**src/rtl/r_ordering_unit_if.sv**
```systemverilog
// R-channel valid/ready bundle shared by the
// ordering unit and its neighbours.
interface r_if #(
  parameter int ID_WIDTH   = 32,
  parameter int DATA_WIDTH = 64,
  parameter int RESP_WIDTH = 2
);
  logic                  valid;
  logic                  ready;
  logic [ID_WIDTH-1:0]   id;
  logic [DATA_WIDTH-1:0] data;
  logic [RESP_WIDTH-1:0] resp;
  logic                  last;

  modport sender (
    output valid, id, data, resp, last,
    input  ready
  );

  modport receiver (
    input  valid, id, data, resp, last,
    output ready
  );
endinterface

```
**src/rtl/r_ordering_unit.sv**
```systemverilog
// Read-response reorder buffer: stores tagged R beats
// per slot and releases whole bursts in AR order.
module r_ordering_unit #(
  parameter  int ID_WIDTH   = 32,
  parameter  int DATA_WIDTH = 64,
  parameter  int RESP_WIDTH = 2,
  parameter  int NUM_TAGS   = 4,
  parameter  int MAX_BEATS  = 4,
  localparam int TAG_W      = $clog2(NUM_TAGS),
  localparam int CNT_W      = $clog2(NUM_TAGS + 1)
) (
  input  logic                clk,
  input  logic                rst,
  input  logic                alloc_valid,
  input  logic [ID_WIDTH-1:0] alloc_orig_id,
  output logic                alloc_ready,
  output logic [TAG_W-1:0]    alloc_tag,
  r_if.receiver               r_in,
  r_if.sender                 r_out,
  output logic [CNT_W-1:0]    outstanding,
  output logic                proto_err
);

  localparam int BEAT_W = $clog2(MAX_BEATS + 1);
  localparam int IDX_W  = (MAX_BEATS > 1) ?
                          $clog2(MAX_BEATS) : 1;

  logic [NUM_TAGS-1:0]              busy_q, busy_d;
  logic [NUM_TAGS-1:0]              ls_q, ls_d;
  logic [NUM_TAGS-1:0][ID_WIDTH-1:0] oid_q, oid_d;
  logic [NUM_TAGS-1:0][BEAT_W-1:0]  wr_q, wr_d;
  logic [NUM_TAGS-1:0][BEAT_W-1:0]  rd_q, rd_d;
  logic [TAG_W-1:0]                 head_q, head_d;
  logic [TAG_W-1:0]                 tail_q, tail_d;
  logic [CNT_W-1:0]                 out_q, out_d;
  logic                             err_q, err_d;

  logic [DATA_WIDTH-1:0] data_q [NUM_TAGS][MAX_BEATS];
  logic [RESP_WIDTH-1:0] resp_q [NUM_TAGS][MAX_BEATS];
  logic                  last_q [NUM_TAGS][MAX_BEATS];

  logic [TAG_W-1:0] wtag;
  logic [IDX_W-1:0] widx, ridx;
  logic             wr_ok, wr_err;
  logic             head_valid, pop, pop_last;
  logic             alloc_fire;

  assign r_in.ready  = 1'b1;
  assign wtag        = r_in.id[TAG_W-1:0];
  assign widx        = wr_q[wtag][IDX_W-1:0];
  assign ridx        = rd_q[head_q][IDX_W-1:0];

  assign wr_ok  = r_in.valid & busy_q[wtag] & ~ls_q[wtag] &
                  (wr_q[wtag] != BEAT_W'(MAX_BEATS));
  assign wr_err = r_in.valid & ~wr_ok;

  assign head_valid = busy_q[head_q] &
                      (rd_q[head_q] < wr_q[head_q]);
  assign pop        = head_valid & r_out.ready;
  assign pop_last   = pop & last_q[head_q][ridx];

  assign alloc_ready = ~busy_q[tail_q];
  assign alloc_fire  = alloc_valid & alloc_ready;
  assign alloc_tag   = tail_q;
  assign outstanding = out_q;
  assign proto_err   = err_q;

  always_comb begin
    busy_d = busy_q;
    ls_d   = ls_q;
    oid_d  = oid_q;
    wr_d   = wr_q;
    rd_d   = rd_q;
    if (wr_ok) begin
      wr_d[wtag] = wr_q[wtag] + 1'b1;
      if (r_in.last) ls_d[wtag] = 1'b1;
    end
    if (pop) begin
      rd_d[head_q] = rd_q[head_q] + 1'b1;
      if (pop_last) busy_d[head_q] = 1'b0;
    end
    // alloc slot is never busy, so it cannot collide
    if (alloc_fire) begin
      busy_d[tail_q] = 1'b1;
      ls_d[tail_q]   = 1'b0;
      oid_d[tail_q]  = alloc_orig_id;
      wr_d[tail_q]   = '0;
      rd_d[tail_q]   = '0;
    end
    head_d = head_q + TAG_W'(pop_last);
    tail_d = tail_q + TAG_W'(alloc_fire);
    out_d  = out_q + CNT_W'(alloc_fire)
                   - CNT_W'(pop_last);
    err_d  = err_q | wr_err;
  end

  always_ff @(posedge clk or posedge rst) begin
    if (rst) begin
      busy_q <= '0;
      ls_q   <= '0;
      oid_q  <= '0;
      wr_q   <= '0;
      rd_q   <= '0;
      head_q <= '0;
      tail_q <= '0;
      out_q  <= '0;
      err_q  <= 1'b0;
    end else begin
      busy_q <= busy_d;
      ls_q   <= ls_d;
      oid_q  <= oid_d;
      wr_q   <= wr_d;
      rd_q   <= rd_d;
      head_q <= head_d;
      tail_q <= tail_d;
      out_q  <= out_d;
      err_q  <= err_d;
    end
  end

  always_ff @(posedge clk) begin
    if (wr_ok) begin
      data_q[wtag][widx] <= r_in.data;
      resp_q[wtag][widx] <= r_in.resp;
      last_q[wtag][widx] <= r_in.last;
    end
  end

  always_comb begin
    r_out.valid = head_valid;
    r_out.id    = '0;
    r_out.data  = '0;
    r_out.resp  = '0;
    r_out.last  = 1'b0;
    if (head_valid) begin
      r_out.id   = oid_q[head_q];
      r_out.data = data_q[head_q][ridx];
      r_out.resp = resp_q[head_q][ridx];
      r_out.last = last_q[head_q][ridx];
    end
  end

endmodule

```
**src/flat_wrapper.sv**
```systemverilog
// flat-port wrapper written by rule: the top's interface ports become plain ports
module r_ordering_unit_flat 
#(
  parameter  int ID_WIDTH   = 32,
  parameter  int DATA_WIDTH = 64,
  parameter  int RESP_WIDTH = 2,
  parameter  int NUM_TAGS   = 4,
  parameter  int MAX_BEATS  = 4,
  localparam int TAG_W      = $clog2(NUM_TAGS),
  localparam int CNT_W      = $clog2(NUM_TAGS + 1)
)
  (clk, rst, alloc_valid, alloc_orig_id, alloc_ready, alloc_tag, outstanding, proto_err, r_in_valid, r_in_id, r_in_data, r_in_resp, r_in_last, r_in_ready, r_out_valid, r_out_id, r_out_data, r_out_resp, r_out_last, r_out_ready);
  r_if #(.ID_WIDTH(ID_WIDTH), .DATA_WIDTH(DATA_WIDTH), .RESP_WIDTH(RESP_WIDTH)) r_in_i ();
  r_if #(.ID_WIDTH(ID_WIDTH), .DATA_WIDTH(DATA_WIDTH), .RESP_WIDTH(RESP_WIDTH)) r_out_i ();
  input  logic clk;
  input  logic rst;
  input  logic alloc_valid;
  input  logic [ID_WIDTH-1:0] alloc_orig_id;
  output logic alloc_ready;
  output logic [TAG_W-1:0] alloc_tag;
  output logic [CNT_W-1:0] outstanding;
  output logic proto_err;
  input wire logic [$bits(r_in_i.valid)-1:0] r_in_valid;
  input wire logic [$bits(r_in_i.id)-1:0] r_in_id;
  input wire logic [$bits(r_in_i.data)-1:0] r_in_data;
  input wire logic [$bits(r_in_i.resp)-1:0] r_in_resp;
  input wire logic [$bits(r_in_i.last)-1:0] r_in_last;
  output wire logic [$bits(r_in_i.ready)-1:0] r_in_ready;
  output wire logic [$bits(r_out_i.valid)-1:0] r_out_valid;
  output wire logic [$bits(r_out_i.id)-1:0] r_out_id;
  output wire logic [$bits(r_out_i.data)-1:0] r_out_data;
  output wire logic [$bits(r_out_i.resp)-1:0] r_out_resp;
  output wire logic [$bits(r_out_i.last)-1:0] r_out_last;
  input wire logic [$bits(r_out_i.ready)-1:0] r_out_ready;
  assign r_in_i.valid = r_in_valid;
  assign r_in_i.id = r_in_id;
  assign r_in_i.data = r_in_data;
  assign r_in_i.resp = r_in_resp;
  assign r_in_i.last = r_in_last;
  assign r_in_ready = r_in_i.ready;
  assign r_out_valid = r_out_i.valid;
  assign r_out_id = r_out_i.id;
  assign r_out_data = r_out_i.data;
  assign r_out_resp = r_out_i.resp;
  assign r_out_last = r_out_i.last;
  assign r_out_i.ready = r_out_ready;
  r_ordering_unit #(.ID_WIDTH(ID_WIDTH), .DATA_WIDTH(DATA_WIDTH), .RESP_WIDTH(RESP_WIDTH), .NUM_TAGS(NUM_TAGS), .MAX_BEATS(MAX_BEATS)) u_core (.clk(clk), .rst(rst), .alloc_valid(alloc_valid), .alloc_orig_id(alloc_orig_id), .alloc_ready(alloc_ready), .alloc_tag(alloc_tag), .r_in(r_in_i), .r_out(r_out_i), .outstanding(outstanding), .proto_err(proto_err));
endmodule
```
**config.mk**
```make
export PLATFORM = sky130hd
export DESIGN_NAME = r_ordering_unit_flat
export DESIGN_NICKNAME = d
export VERILOG_FILES = /design/src/rtl/r_ordering_unit_if.sv /design/src/rtl/r_ordering_unit.sv /design/src/flat_wrapper.sv
export SDC_FILE = /design/constraint.sdc
export NUM_CORES = 2
export LEC_CHECK = 0
export ABC_CLOCK_PERIOD_IN_PS = 5800
export BUFFER_PORTS_ARGS = -buffer_cell sky130_fd_sc_hd__buf_2
export CAP_MARGIN = 10
export CORE_UTILIZATION = 40
export DETAILED_ROUTE_END_ITERATION = 6
export PLACE_DENSITY = 0.55
export REMOVE_ABC_BUFFERS = 1
export SYNTH_ARGS = -nofsm -noshare
export SYNTH_HDL_FRONTEND = slang
export SYNTH_SLANG_ARGS = --single-unit
export TNS_END_PERCENT = 100
```
**constraint.sdc**
```tcl
create_clock -name clk -period 5.8 [get_ports clk]
set_input_delay 1.16 -clock clk [delete_from_list [all_inputs] [get_ports clk]]
set_output_delay 1.16 -clock clk [all_outputs]
set_load 0.03 [all_outputs]
```
# After elaboration in Yosys (flattened, before gate mapping)
# Memory sizes are Yosys's and may differ from the RTL's.
# Cells that the tools add are included.
# totals
ff_bits	168
mem_count	3
ram_bits	1072
input_bits	136
elab_cells	131
# op_classes
n_reduce_logical	4
add_sub_neg	6
n_bitwise	23
magnitude_cmp	10
n_eq_ne	1
mux	66
# mem_list
memory	depth	word_bits	rd	rd_ports_with_merged_regs	wr	line	text
u_core.data_q	4	256	1	0	1	r_ordering_unit.sv:38	logic [DATA_WIDTH-1:0] data_q [NUM_TAGS][MAX_BEATS];
u_core.resp_q	4	8	1	0	1	r_ordering_unit.sv:39	logic [RESP_WIDTH-1:0] resp_q [NUM_TAGS][MAX_BEATS];
u_core.last_q	4	4	1	0	1	r_ordering_unit.sv:40	logic last_q [NUM_TAGS][MAX_BEATS];
# op_table
cell	count
$mux W256	1
$mux W64	4
$bmux W64 S2	1
$bwmux W128	1
$demux W64 S2	1
$mux W32	3
$bmux W32 S2	1
$demux W32 S2	1
$mux W12	4
$mux W4	7
$and A12 B12 Y12	2
$bwmux W12	2
$bmux W3 S2	3
$demux W3 S2	3
$mux W3	6
$mux W1	12
$not A12 Y12	1
$bmux W1 S2	5
$lt A2 B3 Y1 const B	3
$and A1 B1 Y1	8
$and A4 B4 Y4	2
$demux W1 S2	4
$mux W2	4
$mux W8	1
other kinds (17)	30

# Logic depth before layout (Yosys ltp)
# logic_depth
depth_word	11
depth_mapped	17

# Worst setup path after synthesis
# OpenSTA, ideal clock, no wires.
# synth_path
path_type	in2reg
from	in r_in_id[1]
to	mem u_core.data_q[1][100] (netlist bit), enable pin
slack_ns	0.995
arrival_ns	4.373
n_path_buf	1
stages	8
required_ns	5.368
cell_sequence	clkbuf_1 mux4_2 inv_1 ha_1 nand2_1 nand4b_4 nor3b_2 and2_1
# synth_between
elab_chain_len	8
# synth_lines
item	line	text
from (decl)	flat_wrapper.sv:24	input wire logic [$bits(r_in_i.id)-1:0] r_in_id;
$bmux W3 S2	r_ordering_unit.sv:50, r_ordering_unit.sv:54	
$mux W3 (not written as such)	r_ordering_unit.sv:50	assign widx = wr_q[wtag][IDX_W-1:0];
$not A2 Y3 (not written as such)	r_ordering_unit.sv:123	data_q[wtag][widx] <= r_in.data;
$ge A3 B3 Y1 (not written as such) / $lt A3 B1 Y1 (equally long branches)	r_ordering_unit.sv:123	
$logic_and A1 B1 Y1 (not written as such)	r_ordering_unit.sv:123	
$mux W64 (not written as such)	r_ordering_unit.sv:123	
$demux W64 S2	r_ordering_unit.sv:123	
$mux W256 (not written as such)	r_ordering_unit.sv:123	
to (decl)	r_ordering_unit.sv:38	
# Several ways; a longest one is shown, not always the timed one. The select of a mux whose other input is x is not followed.

# Final worst setup path
# layout_path
from	reg u_core.head_q[1]
to	out r_out_data[3]
# layout_between
elab_chain_len	7
# layout_lines
item	line	text
from (decl)	r_ordering_unit.sv:33	logic [TAG_W-1:0] head_q, head_d;
from (signal assigned)	r_ordering_unit.sv:104	head_q <= '0;
from (signal assigned)	r_ordering_unit.sv:114	head_q <= head_d;
$bmux W3 S2	r_ordering_unit.sv:51, r_ordering_unit.sv:58	
$mux W3 (not written as such)	r_ordering_unit.sv:58	(rd_q[head_q] < wr_q[head_q]);
$not A2 Y3 (not written as such)	r_ordering_unit.sv:137	r_out.data = data_q[head_q][ridx];
$bmux W64 S2	r_ordering_unit.sv:137	
$mux W64 (not written as such) (2 in a row)	r_ordering_unit.sv:137	
$mux W64 (*)	r_ordering_unit.sv:135	if (head_valid) begin
to (decl)	flat_wrapper.sv:31	output wire logic [$bits(r_out_i.data)-1:0] r_out_data;
# Mark *: on every way between the ends. The rest lies on a longest branch, timed or not. The select of a mux whose other input is x is not followed.

==> key figures <==
Global routing
  • Initial antenna violation count: 25
  • GRT Overall Usage: a little under a fifth
  • Largest net degree at the start of global routing: ~110
  • GR Overflow Total: 0
  • Vias in the first global route: approximately 26,000
  • Wire length of the first global-routing pass: 172.2 mm

Setup path
  • Worst R2R End: u_core.outstanding[2]
  • Worst Path Max Fanout: 40
  • Critical R2R Launch: u_core.head_q[1]
  • Crit path DAT: approximately 4300 ps
  • R2r worst-path depth: 10
  • Setup slack, reg-to-reg: 1720 ps
  • Setup CP Type: register to output pin
  • Cell Chain, Critical Path: mux4_4 > ha_1 > a21oi_1 > o211ai_4 > buf_12 > buf_4 > a211oi_1 > buf_2
  • Slowest CP cell: dfrtp_4
  • Setup crit end kind: output pin
  • Cell family with most CP delay: compound AO/OA/AOI/OAI gates
  • WP depth: 8
  • Critical Path RT: 4640 ps
  • Crit start category: register
  • CP max stage delay: 920 ps
  • Crit path buf inv count: 3

Pwr
  • Seq pwr share: 35.9%
  • Total power draw: 30.47 mW
  • P_int: just under 20 mW
  • Switching Share: 36.04%
  • Pleak: between 15 and 20 nW
  • Comb power frac: between 30% and 40%
  • Worst vdd ir: ~0.53 mV
  • PD cells: between 500 and 600 nW/um^2
  • Switching power: 10.98 mW
  • Clock power frac: 27.3%

Min path
  • HP Class: register to register
  • WHS Path Cells: 1
  • Hold endpoint: u_core.proto_err
  • Worst hold path startpoint: u_core.proto_err

Clock tree
  • CTS buffer count: 136
  • Clock Latency Late Sink: 750 ps
  • H-Tree Depth: 4
  • CTS root buffer: clkbuf_16
  • Post-CTS Setup Repair Bufs: 0
  • CTS Sinks: 1,240
  • CTS tree: built
  • Hold bufs inserted after CTS: 0
  • CTS clk-pin slew, worst paths: 60 ps
  • Max clock buf depth: 3
  • PostCTS Resize Cnt: 0

STA
  • Clock skew: approximately 33 ps
  • Max Freq: 182.4 MHz
  • Fin. Hold Viols: 0
  • Worst-Margin Slew: ~1200 ps
  • Pins Over Slew Limit: 0
  • Post-route setup TNS: 0 ps
  • RSZ-0062 raised after global routing: no
  • Fraction of the cycle the final worst path needs: approximately 95%
  • Min Clock Period, post-route: roughly 5500 ps
  • Slew HR: 22.10%
  • Setup violators final: 0

Die
  • Io pins: 244
  • Core Box Area: 120,600 sq um
  • Die Wd: around 350 um
  • Height of the chip: 351.8 um
  • Die Area: 123,700 sq um
  • Initial Util: 40.58%
  • # rows: 127

Detailed routing
  • Post-DR vias/cell: 5.455
  • DRC errors left: 0
  • WL final: about 120 mm
  • Average wire per standard cell: 25.81 um
  • DR vias: ~25,000
  • Router iterations before antenna repair: 5
  • ANT nets after route: 0
  • Initial DRC Count: 1,942

Logic synthesis
  • Async S/R FF share, synth: between 10% and 20%
  • Adder-cell share of the synthesized area: 0.2966%
  • Netlist cell types: 48
  • Mux cell area share after synthesis: 16.03%
  • Syn. warnings: 0
  • Compound-gate portion of the synthesized area: between 2 and 2.5%
  • Synth Area in Simple Gates: under 10%
  • Post-Synth XOR/XNOR Area: 0.1611%
  • Post-synth top flop: edfxtp_1
  • Number of flops mapped to enable cells by yosys: 1,072
  • Largest family of logic cells by synthesized area: multiplexers
  • Sequential fraction of the synthesis area: 74.37%
  • Post-Syn Instances: 2,542
  • Synth Register Bits: between 1,000 and 1,500
  • Avg Cell Area, Syn: 19.25 sq um
  • Post-Syn Area: 48,940 sq um

Finish
  • Fill count: approximately 10,000
  • Final core utilization: between 40% and 50%
  • Area growth, synth to finish: 15.54%
  • Fin nets: 2,958
  • Final Cell Area: 56,540 sq um
  • Ratio of cells with drive above 1 in the final layout: 27.99%

Run
  • Max_cap viols: 0

Placed design
  • I/O Buffers: 212
  • RD Place Congestion: 0.7476
  • Dpl cell area: ~52,000 sq um
  • DP Wirelength: ~63 mm

Outcome
  • Status: finished clean
## cells in the final DEF, fill, tap and decap left out, drive strengths merged, types with 6 or more instances in the layout
cell type,n
edfxtp,1072
nand2,404
mux4,310
buf,281
clkbuf,175
dfrtp,168
a211oi,132
nor2b,100
mux2i,84
clkinv,48
and2,18
inv,16
diode,13
nor2,12
o21ai,11
ha,10
a21oi,8
bufinv,7
nor3,7
xor2,6
## cell families (layout without fill, tap and decap cells)
family,Yosys count,after routing
compound gates,161,161
fa+ha+maj,11,11
flops,1240,1240
other cells,1,14
buf+inv,161,531
xor+xnor,9,9
simple gates,563,563
mux,396,396
## layer usage
metal	up-vias	part of all wire [%]	wire, um	global-route usage [%]
met5	-	0.15	178	0
met3	202	5.8	6806	4.061
met4	28	2.1	2465	5.457
met1	13180	43	50170	25.59
li1	10650	-	-	-
met2	690	49	57490	31.56
## state kept, by name (all words and copies together) (netlist names), 3 cells and up
name                flops
u_core.busy_q           4
u_core.rd_q            12
u_core.data_q        1024
u_core.last_q          16
u_core.wr_q            12
u_core.oid_q          128
u_core.resp_q          32
u_core.ls_q             4
u_core.outstanding      3
## synth_stat cells, drive strengths merged (2+ instances only)
cell type | instances | area [sq um]
and3 | 3 | 18.77
nand2b | 2 | 12.51
mux2i | 84 | 840.8
inv | 10 | 37.54
nor3b | 4 | 57.56
nor2 | 12 | 47.55
edfxtp | 1072 | 32190
clkbuf | 81 | 304.0
and2 | 18 | 112.6
xnor2 | 3 | 26.28
or3 | 4 | 25.02
and4 | 2 | 17.52
a21oi | 8 | 40.04
nor2b | 100 | 633.1
a211oi | 132 | 991.0
xor2 | 6 | 52.55
dfrtp | 168 | 4204
o21ai | 11 | 58.81
nor3 | 7 | 40.04
mux4 | 310 | 6982
a22o | 4 | 35.03
buf | 69 | 402.9
nand3 | 4 | 20.02
nand2 | 404 | 1516
ha | 10 | 125.1
mux2 | 2 | 22.52
## cell type report
class	count	area, sq um	area share (%)
repair buffers	281	1854	3.279
diodes	13	32.53	0.05753
flip-flops and latches	1240	36400	64.38
clock buffers	175	3686	6.519
multi-input cells	1141	11870	20.99
well taps	1612	2017	3.567
inverters	11	46.29	0.08187
clock inverters	64	636.9	1.126
## power groups by stage
stage	sequential (mW)	combinational [mW]	clock (mW)
floorplan	11.4	7.05	0
global placement	11.0	11.3	0
detailed placement	11.1	11.4	0
CTS	10.9	11.5	8.52
global route	11.0	12.1	8.83
finish	10.9	11.2	8.33
## worst max path at each step
| stage | to | slack [ps] | from |
|---|---|---|---|
| after CTS | r_out_data[3] | 240 | u_core.head_q[0] |
| after global placement | r_out_id[16] | 1080 | u_core.head_q[1] |
| after detailed placement | r_out_id[16] | 1080 | u_core.head_q[1] |
| after global routing | r_out_data[45] | 50 | u_core.head_q[0] |
| final | r_out_data[3] | 320 | u_core.head_q[1] |
| after floorplan | r_out_valid | -13500 | u_core.head_q[0] |
## stage by stage
step / setup slack, ps / hold slack, ps / std cells
finish: 318.8 / 474.2 / 4537
global placement: 1076 / 453.5 / 4285
global route: 48.58 / 492.2 / 4528
CTS: 239.1 / 473.3 / 4524
floorplan: -13500 / 440.3 / 2392
detailed placement: 1077 / 459.3 / 4285
Power figures use the tool's default switching activity.
